## src/rtl/wrapper_arbiter_pkg.sv

```systemverilog
// Shared constants for the wrapper arbiter: FSM state codes, the "no grant"
// index, the default watchdog limit and a small index-to-one-hot helper.
package wrapper_arbiter_pkg;

    localparam logic [2:0] ST_IDLE  = 3'd0;
    localparam logic [2:0] ST_GRANT = 3'd1;
    localparam logic [2:0] ST_START = 3'd2;
    localparam logic [2:0] ST_WLOW  = 3'd3;
    localparam logic [2:0] ST_WHIGH = 3'd4;
    localparam logic [2:0] ST_DONE  = 3'd5;
    localparam logic [2:0] ST_ERR   = 3'd6;

    localparam logic [1:0] IDX_NONE    = 2'd3;
    localparam logic [7:0] TMO_DEFAULT = 8'd200;

    // Convert a requester index to a one-hot vector; IDX_NONE maps to zero.
    function automatic logic [2:0] idx_to_onehot(input logic [1:0] idx);
        logic [2:0] oh;
        case (idx)
            2'd0:    oh = 3'b001;
            2'd1:    oh = 3'b010;
            2'd2:    oh = 3'b100;
            default: oh = 3'b000;
        endcase
        return oh;
    endfunction

endpackage

```

## src/rtl/wrapper_arbiter_cnt.sv

```systemverilog
// 8-bit up counter with synchronous clear and count enable, used as the
// per-job watchdog. Clear has priority over enable.
module wrapper_arbiter_cnt (
    input  logic       clk,
    input  logic       rst,
    input  logic       clr,
    input  logic       en,
    output logic [7:0] q
);

    logic [7:0] cnt_d;
    logic [7:0] cnt_q;

    // Next count value: clear, increment or hold.
    always_comb begin
        if (clr) begin
            cnt_d = 8'd0;
        end else if (en) begin
            cnt_d = cnt_q + 8'd1;
        end else begin
            cnt_d = cnt_q;
        end
    end

    // Count register, asynchronously cleared by the active-low reset.
    always_ff @(posedge clk or negedge rst) begin
        if (!rst) begin
            cnt_q <= 8'd0;
        end else begin
            cnt_q <= cnt_d;
        end
    end

    assign q = cnt_q;

endmodule

```

## src/rtl/wrapper_arbiter_rr_pick.sv

```systemverilog
// Rotating-priority picker for three requesters. The search starts at the
// requester after ptr and wraps; purely combinational.
module rr_pick
    import wrapper_arbiter_pkg::*;
(
    input  logic [2:0] req,
    input  logic [1:0] ptr,
    output logic       valid,
    output logic [1:0] idx
);

    logic [1:0] first_s;
    logic [2:0] cand_s;

    // Walk the three candidates in priority order, keep the first that requests.
    always_comb begin
        valid  = 1'b0;
        idx    = IDX_NONE;
        cand_s = 3'd0;
        if (ptr >= 2'd2) begin
            first_s = 2'd0;
        end else begin
            first_s = ptr + 2'd1;
        end
        for (int k = 0; k < 3; k++) begin
            cand_s = {1'b0, first_s} + k[2:0];
            if (cand_s >= 3'd3) begin
                cand_s = cand_s - 3'd3;
            end else begin
                cand_s = cand_s;
            end
            if (!valid && req[cand_s[1:0]]) begin
                valid = 1'b1;
                idx   = cand_s[1:0];
            end else begin
                valid = valid;
            end
        end
    end

endmodule

```

## src/rtl/wrapper_arbiter.sv

```systemverilog
// Three-requester arbiter for a shared wrapper engine. Grants one job at a
// time with rotating priority, starts the wrapper, tracks its wDone
// handshake and falls into an error state if the job overruns TMO cycles.
module wrapper_arbiter
    import wrapper_arbiter_pkg::*;
#(
    parameter logic [7:0] TMO = TMO_DEFAULT
) (
    input  logic       clk,
    input  logic       rst,
    input  logic [2:0] req,
    input  logic       wDone,
    input  logic       clr_err,
    output logic       wstart,
    output logic [2:0] gnt,
    output logic [1:0] sel,
    output logic [2:0] done,
    output logic       busy,
    output logic       err
);

    logic [2:0] state_d, state_q;
    logic [1:0] ptr_d,   ptr_q;
    logic [1:0] win_d,   win_q;

    logic       pick_valid_s;
    logic [1:0] pick_idx_s;
    logic [7:0] wdog_s;
    logic       wdog_clr_s;
    logic       wdog_en_s;
    logic       tmo_hit_s;

    rr_pick u_pick (
        .req   (req),
        .ptr   (ptr_q),
        .valid (pick_valid_s),
        .idx   (pick_idx_s)
    );

    wrapper_arbiter_cnt u_wdog (
        .clk (clk),
        .rst (rst),
        .clr (wdog_clr_s),
        .en  (wdog_en_s),
        .q   (wdog_s)
    );

    // Watchdog is cleared in START so it reads zero on the first WLOW cycle;
    // the last counting cycle is TMO-1, so ERR is entered TMO cycles after WLOW.
    assign wdog_clr_s = (state_q == ST_START);
    assign wdog_en_s  = (state_q == ST_WLOW) || (state_q == ST_WHIGH);
    assign tmo_hit_s  = (wdog_s == (TMO - 8'd1));

    // Next-state, winner capture and priority pointer update.
    always_comb begin
        state_d = state_q;
        ptr_d   = ptr_q;
        win_d   = win_q;
        case (state_q)
            ST_IDLE: begin
                if ((req != 3'b000) && wDone && pick_valid_s) begin
                    state_d = ST_GRANT;
                    win_d   = pick_idx_s;
                end else begin
                    state_d = ST_IDLE;
                end
            end
            ST_GRANT: state_d = ST_START;
            ST_START: state_d = ST_WLOW;
            ST_WLOW: begin
                if (tmo_hit_s) begin
                    state_d = ST_ERR;
                end else if (!wDone) begin
                    state_d = ST_WHIGH;
                end else begin
                    state_d = ST_WLOW;
                end
            end
            ST_WHIGH: begin
                if (tmo_hit_s) begin
                    state_d = ST_ERR;
                end else if (wDone) begin
                    state_d = ST_DONE;
                end else begin
                    state_d = ST_WHIGH;
                end
            end
            ST_DONE: begin
                state_d = ST_IDLE;
                ptr_d   = win_q;
            end
            ST_ERR: begin
                if (clr_err) begin
                    state_d = ST_IDLE;
                    ptr_d   = win_q;
                end else begin
                    state_d = ST_ERR;
                end
            end
            default: state_d = ST_IDLE;
        endcase
    end

    // State, pointer and winner registers; ptr resets to 2 so requester 0 wins first.
    always_ff @(posedge clk or negedge rst) begin
        if (!rst) begin
            state_q <= ST_IDLE;
            ptr_q   <= 2'd2;
            win_q   <= IDX_NONE;
        end else begin
            state_q <= state_d;
            ptr_q   <= ptr_d;
            win_q   <= win_d;
        end
    end

    // Moore output decode from the state and registered winner only.
    always_comb begin
        wstart = 1'b0;
        gnt    = 3'b000;
        sel    = IDX_NONE;
        done   = 3'b000;
        busy   = 1'b1;
        err    = 1'b0;
        case (state_q)
            ST_IDLE: busy = 1'b0;
            ST_GRANT, ST_WLOW, ST_WHIGH: begin
                gnt = idx_to_onehot(win_q);
                sel = win_q;
            end
            ST_START: begin
                gnt    = idx_to_onehot(win_q);
                sel    = win_q;
                wstart = 1'b1;
            end
            ST_DONE: begin
                gnt  = idx_to_onehot(win_q);
                sel  = win_q;
                done = idx_to_onehot(win_q);
            end
            ST_ERR: begin
                gnt = idx_to_onehot(win_q);
                sel = win_q;
                err = 1'b1;
            end
            default: busy = 1'b0;
        endcase
    end

endmodule

```

## config.mk

```make
export PLATFORM = sky130hd
export DESIGN_NAME = wrapper_arbiter
export DESIGN_NICKNAME = d
export VERILOG_FILES = /design/src/rtl/wrapper_arbiter_pkg.sv /design/src/rtl/wrapper_arbiter_cnt.sv /design/src/rtl/wrapper_arbiter_rr_pick.sv /design/src/rtl/wrapper_arbiter.sv
export SDC_FILE = /design/constraint.sdc
export NUM_CORES = 1
export LEC_CHECK = 0
export ABC_AREA = 0
export ABC_CLOCK_PERIOD_IN_PS = 1600
export CAP_MARGIN = 30
export CORE_MARGIN = 2
export CORE_UTILIZATION = 25
export CTS_CLUSTER_SIZE = 40
export DETAILED_ROUTE_END_ITERATION = 10
export GPL_ROUTABILITY_DRIVEN = 0
export GPL_TIMING_DRIVEN = 0
export HOLD_SLACK_MARGIN = 0.03
export PLACE_DENSITY = 0.47
export SYNTH_ARGS = -nofsm -noshare
export SYNTH_HDL_FRONTEND = slang
export SYNTH_HIERARCHICAL = 1
export SYNTH_SLANG_ARGS = --single-unit
```

## constraint.sdc

```tcl
create_clock -name clk -period 1.6 [get_ports clk]
set_input_delay 0.32 -clock clk [delete_from_list [all_inputs] [get_ports clk]]
set_output_delay 0.32 -clock clk [all_outputs]
set_load 0.02 [all_outputs]
```

==> results.cfg, run 1 <==
[cells_and_area]
area_growth_syn_to_layout_pct = 43.0
multiInputGateArea_um2 = 589
fillers = 382
register_area_um2 = 380
final_cell_mix = buf_4 (15), dfrtp_1 (11), nor2_1 (9)
diodes = 0
drive_above_1_share_pct = 39.1
final_common_cell = buf_4
nets = 142

[timing]
finalHoldViolCount = 0
tightestPinTransition_ps = 709
slew_viol_final = 0
worst_clock_skew_ps = 0.955
postLayoutSetupSlackWorst_ps = -103
worst_slew_margin_rel_pct = 52.6
finalSetupViolations = 12
min_period_ps = 1700
max_freq_mhz = 587
min_period_over_period_pct = 106
rsz0062_at_grt = true

[power_and_ir_drop]
powerDensity_nw_per_um2 = 1780
switching_share_pct = 41.9
peakVddDrop_mv = 0.629
p_clk_share_pct = 12.7
leakage_uw = 0.000589
p_switching_uw = 1020
pwr-share-comb_pct = 61.0
power_uw = 2430
pwr-share-seq_pct = 26.3
p_int_uw = 1410

[detailed_routing]
dr.pass1.iters = 4
route.detailed.drc = 0
vias = 862
ant_nets = 0
wl_per_cell_um = 12.4
finalWirelength_um = 2250
viasPerCell = 4.76
drt_iter0_markers = 26

[yosys]
syn_nets = 109
synth-compound-area-share_pct = 19.8
yosys.area_share.simple_pct = 27.4
synth_top_family_by_area = simple AND/OR/NAND/NOR gates
syn_area_um2 = 955
synth_mux_area_share_pct = 3.41
synth_top_cell_area_share_pct = 31.5
synth_xor_xnor_area_share_pct = 3.67
yosysSeqAreaShare_pct = 39.7
synth-seq-cells = 15
synth_edf_count = 0
syn_avg_cell_area_um2 = 9.45
ys_types = 39
yosysTopAreaCell = dfrtp_1
syn_inst = 101
synth.area.top_cells = dfrtp_1 (31%), dfstp_2 (8.3%), nor2_1 (3.5%)
synth_flop_cell = dfrtp_1
yosysWarnings = 6
async_flop_share_pct = 100
synth_fa_ha_area_share_pct = 1.31

[setup_path]
critPathKind = flip-flop to output pin
r2r_setup_slack_ps = -70
required_ps = 1280
r2r_start = state_q[2]
r2r_cells = 6
worst_ep_arrival_time_ps = 1380
r2r_end = u_wdog/q[5]
end_kind = output pin
crit_fanout = 6
critPathLaunchType = flip-flop

[clock_network]
insertion_delay_ps = 240
clockBufferDepth = 2
tritoncts = yes
cts_num_sinks = 15
cts-root-buf = clkbuf_8
clk_pin_slew_ps = 60
cts-htree-levels = 1
cts_buffers = 3
cts_hold_buf = 0

[die]
ios = 18
die_h_um = 65.8
die_area_um2 = 4330
die_x_um = 65.8
start_util_pct = 26.1
num_rows = 22
core_um2 = 3660

[run_status]
outcome = finished, violations left
violations = negative setup slack

[placed_design]
pre_cts_ws_ps = -351
dp_hpwl_um = 1580
io_buffers = 17

[hold_path]
hold_class = primary input to asynchronous set/reset pin

[flow_run]
drv_cap = 0

[global_route]
grt_usage_pct = 12.1
grt_max_degree = 16
grt_first_pass_wirelength_um = 4020
antenna_found_initial = 0
grt_pass1_vias = 841
gr-total-overflow = 0
[metrics by stage]
| step | hold WS (ps) | std cells | setup TNS (ps) | cell area, um^2 | utilization [%] |
|---|---|---|---|---|---|
| after detailed placement | 514 | 166 | -3720 | 1210 | 33.1 |
| after floorplan | 24.4 | 101 | -236 | 982 | - |
| after CTS | 529 | 175 | -827 | 1290 | 35.3 |
| after global placement | 503 | 166 | -3530 | 1210 | 33.1 |
| final | 502 | 181 | -656 | 1370 | 37.3 |
| after global routing | 543 | 181 | -1890 | 1370 | 37.3 |
[worst max-delay path, stage by stage (launching register included)]
cell and delay [ps]:
dfrtp_1 370, or2_4 280, o21ai_4 200, buf_4 150
inv_2 30, buf_6 110
[sequential cells by signal, summed over array words and instances, names as in the netlist]
name,flops
u_wdog/q,8
ptr_q,2
win_q,2
state_q,3
[power groups by stage]
stage                     Sequential [uW]  Combinational [uW]  Clock (uW)
after detailed placement              652                1220           0
after global placement                647                1220           0
after global routing                  661                1610         348
after floorplan                       620                 861           0
after CTS                             652                1350         323
final                                 638                1480         308
[timing repair]
item | CTS | global route
gates resized for setup | 62 | 10
gates cloned | 0 | 1
setup buffers | 5 | 5
endpoints found under the setup margin | 14 | 19
pin swaps | 4 | 3
[layout make-up]
type                    instances  share of cell area [%]
plain buffers                   5                    3.12
clock buffers                   4                    3.30
inverters                       4                    1.10
multi-input cells              77                    43.2
flip-flops and latches         15                    27.9
well taps                      48                    4.40
repair buffers                 28                    17.0
[cells by family after synthesis]
logic type | after synthesis
AOI/OAI and AO/OA | 25
buffers and inverters | 9
xor gates and xnor gates | 4
DFF | 15
and+or+nand+nor | 44
muxes | 3
adders and majority gates | 1
[Yosys cell counts (2+ instances only)]
cell      count
inv_1         4
dfstp_2       3
a211o_1       3
nand4_1       2
nand2b_1      4
nand2_1       4
dfrtp_1      12
nand3_1       3
nor2_1        9
a21boi_0      2
buf_2         3
a21oi_1       6
nand3b_1      3
nor3_1        6
buf_4         2
o21ai_0       6
mux2_1        2
or3_1         4
xor2_1        3
[layer usage]
metal  global-route usage, %  share of wire [%]  up-vias
li1                        -                  -      432
met3                    1.70                1.8        2
met1                    17.3                 50      421
met4                    5.47                1.2        0
met5                       0                  0        -
met2                    17.9                 47        7
[worst max path at each step]
stage,from,cells after the start,endpoint,slack [ps]
final,state_q[1],5,busy,-100
after global routing,state_q[1],4,sel[0],-170
after CTS,state_q[1],4,sel[1],-110
after detailed placement,state_q[0],4,sel[0],-350
after global placement,state_q[0],4,sel[0],-330
after floorplan,state_q[2],6,u_wdog/q[5],-120
No activity file was read; power rests on OpenSTA's default activity.
==> inputs of run 2 (changes only) <==
SYNTH_HIERARCHICAL = not set   (was 1)
==> run 2 against run 1 <==
Compared with the run above:
- global-route usage increased by 1.4 points
- largest cell class unchanged
- combinational power rose by 30%
- clock power rose by 3%
- total power increased by 21%
- synthesized cell count grew 17%
- routed wire length is 22% higher
- sequential share of layout area decreased by 1.9 points
- worst hold slack got worse by 18 ps
- register-to-register slack improved by 110 ps
- largest power group unchanged
- critical endpoint is now gnt[1]
- sequential power up 9.9%
- the flow still finishes with violations (negative setup slack)
- first-iteration DRC count shrank 19%
==> results.cfg, run 2 <==
[run_status]
outcome = finished, violations left
violations = negative setup slack

[global_route]
grt_pass1_vias = 953
grt_first_pass_wirelength_um = 4570
grt_usage_pct = 13.5
antenna_found_initial = 0
gr-total-overflow = 0
grt_max_degree = 16

[detailed_routing]
wl_per_cell_um = 13.8
finalWirelength_um = 2740
ant_nets = 0
wl_met1_um = 1200
drt_iter0_markers = 21
viasPerCell = 4.97
dr_wl_met3_um = 169
wl_met2_um = 1350
highest_layer = met4
vias = 990
dr.pass1.iters = 4
route.detailed.drc = 0

[clock_network]
cts_num_sinks = 15
cts_hold_buf = 0
insertion_delay_ps = 250
cts-htree-levels = 1
clockBufferDepth = 2
clk_pin_slew_ps = 60
cts-root-buf = clkbuf_8
tritoncts = yes
cts_buffers = 3

[die]
die_area_um2 = 4470
die_x_um = 66.9
start_util_pct = 26.4
core_um2 = 3740
ios = 18
die_h_um = 66.9
num_rows = 22

[setup_path]
crit_path_cell_trace = buf_6 -> or2_4 -> a2bb2oi_4 -> and3_4 -> buf_6
crit_fanout = 5
r2r_cells = 7
cp_slowest_cell = dfrtp_1
r2r_end = win_q[0]
r2r_setup_slack_ps = 40
worst-path-buf-inv = 2
r2r_start = state_q[1]
worst_ep_arrival_time_ps = 1440
critPathLaunchType = flip-flop
crit_family = simple AND/OR/NAND/NOR gates
critPathKind = flip-flop to output pin
required_ps = 1280
cp_common_cell = buf_6
cp_slowest_stage_delay_ps = 380
end_kind = output pin

[timing]
worst_slew_margin_rel_pct = 52.2
tightestPinTransition_ps = 715
max_freq_mhz = 569
finalSetupViolations = 9
min_period_over_period_pct = 110
worst_clock_skew_ps = 7.27
fin_hold_ws_ps = 484
finalHoldViolCount = 0
postLayoutSetupSlackWorst_ps = -159
min_period_ps = 1760
fin_setup_tns_ps = -984
rsz0062_at_grt = true
slew_viol_final = 0

[power_and_ir_drop]
powerDensity_nw_per_um2 = 2000
p_clk_share_pct = 10.8
leakage_uw = 0.000651
pwr-share-seq_pct = 23.9
p_int_uw = 1660
peakVddDrop_mv = 0.629
switching_share_pct = 43.5
p_switching_uw = 1280
power_uw = 2940
pwr-share-comb_pct = 65.3

[yosys]
synth_flop_cell = dfrtp_1
synth_edf_count = 0
syn_area_um2 = 988
syn_nets = 126
syn_avg_cell_area_um2 = 8.38
synth_common_cells = nand2_1 (21), dfrtp_1 (12), a21oi_1 (9), inv_1 (7), nor2_1 (7)
synth.area.top_cells = dfrtp_1 (30%), dfstp_2 (8.0%), nand2_1 (8.0%)
yosysMostFrequentCell = nand2_1
async_flop_share_pct = 100
synth-compound-area-share_pct = 20.3
ys_types = 37
yosysTopAreaCell = dfrtp_1
syn_inst = 118
synth-seq-cells = 15
synth_top_family_by_area = simple AND/OR/NAND/NOR gates
yosysWarnings = 0
yosys.area_share.simple_pct = 30.3
synth_mux_area_share_pct = 5.06
synth_top_cell_area_share_pct = 30.4
synth_fa_ha_area_share_pct = 1.27
synth_xor_xnor_area_share_pct = 0
yosysSeqAreaShare_pct = 38.4

[placed_design]
dp_hpwl_um = 1940
pre_cts_ws_ps = -550
io_buffers = 17

[cells_and_area]
largest_reg_flops = 8
final_common_cell = nand2_1
drive_above_1_share_pct = 37.7
nets = 160
fillers = 401
diodes = 0
final_cell_mix = nand2_1 (20), buf_4 (16), dfrtp_1 (10)
area_growth_syn_to_layout_pct = 48.9

[hold_path]
hold_depth = 1
hold_class = flip-flop to flip-flop
min_from = u_wdog.q[7]
worstHoldEndpoint = u_wdog.q[7]

[flow_run]
drv_cap = 0
run 2: worst max path at each step:
stage / end / cells past startpoint / slack (ps) / start
global placement: done[1] / 5 / -520 / state_q[2]
detailed placement: done[1] / 5 / -550 / state_q[2]
floorplan: done[0] / 4 / -90 / state_q[2]
finish: gnt[1] / 5 / -160 / state_q[1]
global route: done[1] / 5 / -230 / state_q[2]
CTS: gnt[1] / 5 / -200 / state_q[1]
run 2: cells by family (layout without fill, tap and decap cells):
group,count (synthesis),in the layout
simple gates,57,57
compound gates,29,29
flops,15,15
buf+inv,11,44
mux,5,5
fa+ha+maj,1,1
run 2: power groups by stage:
stage / clock (uW) / combinational, uW / sequential [uW]
floorplan: 0 / 1020 / 678
global placement: 0 / 1440 / 725
detailed placement: 0 / 1470 / 730
CTS: 326 / 1740 / 705
global route: 345 / 2070 / 727
finish: 316 / 1920 / 701
run 2: layer usage:
metal	global-route usage (%)	vias to the layer above
li1	-	489
met1	16.7	474
met2	23.5	25
met3	3.04	2
met4	3.32	0
met5	0	-
run 2: worst register-to-register path: stages (launching register included):
cell     delay, ps
dfrtp_1        380
buf_6          130
or2_4          240
buf_4          140
buf_6          110
nor4_4         310
nor2_1          70
a21oi_1        120
run 2: layout make-up:
type	instances	area, um^2	share of cell area (%)
buffer	4	35.0	2.38
clock buffer	4	45.0	3.06
inverter	7	32.5	2.21
multi-input combinational	92	661	44.9
sequential	15	382	25.9
tap	48	60.1	4.08
timing repair buffer	29	256	17.4
run 2: what timing repair did:
action | in CTS | in global routing
setup endpoints to repair | 12 | 16
pin swaps | 4 | 8
buffers inserted | 5 | 7
gates resized for setup | 72 | 16
run 2: metrics by stage:
stage	util [%]	instance area (um^2)	cells
after floorplan	-	1030	118
after global placement	33.7	1260	183
after detailed placement	33.7	1260	183
after CTS	36.7	1380	192
after global routing	39.3	1470	199
final	39.3	1470	199
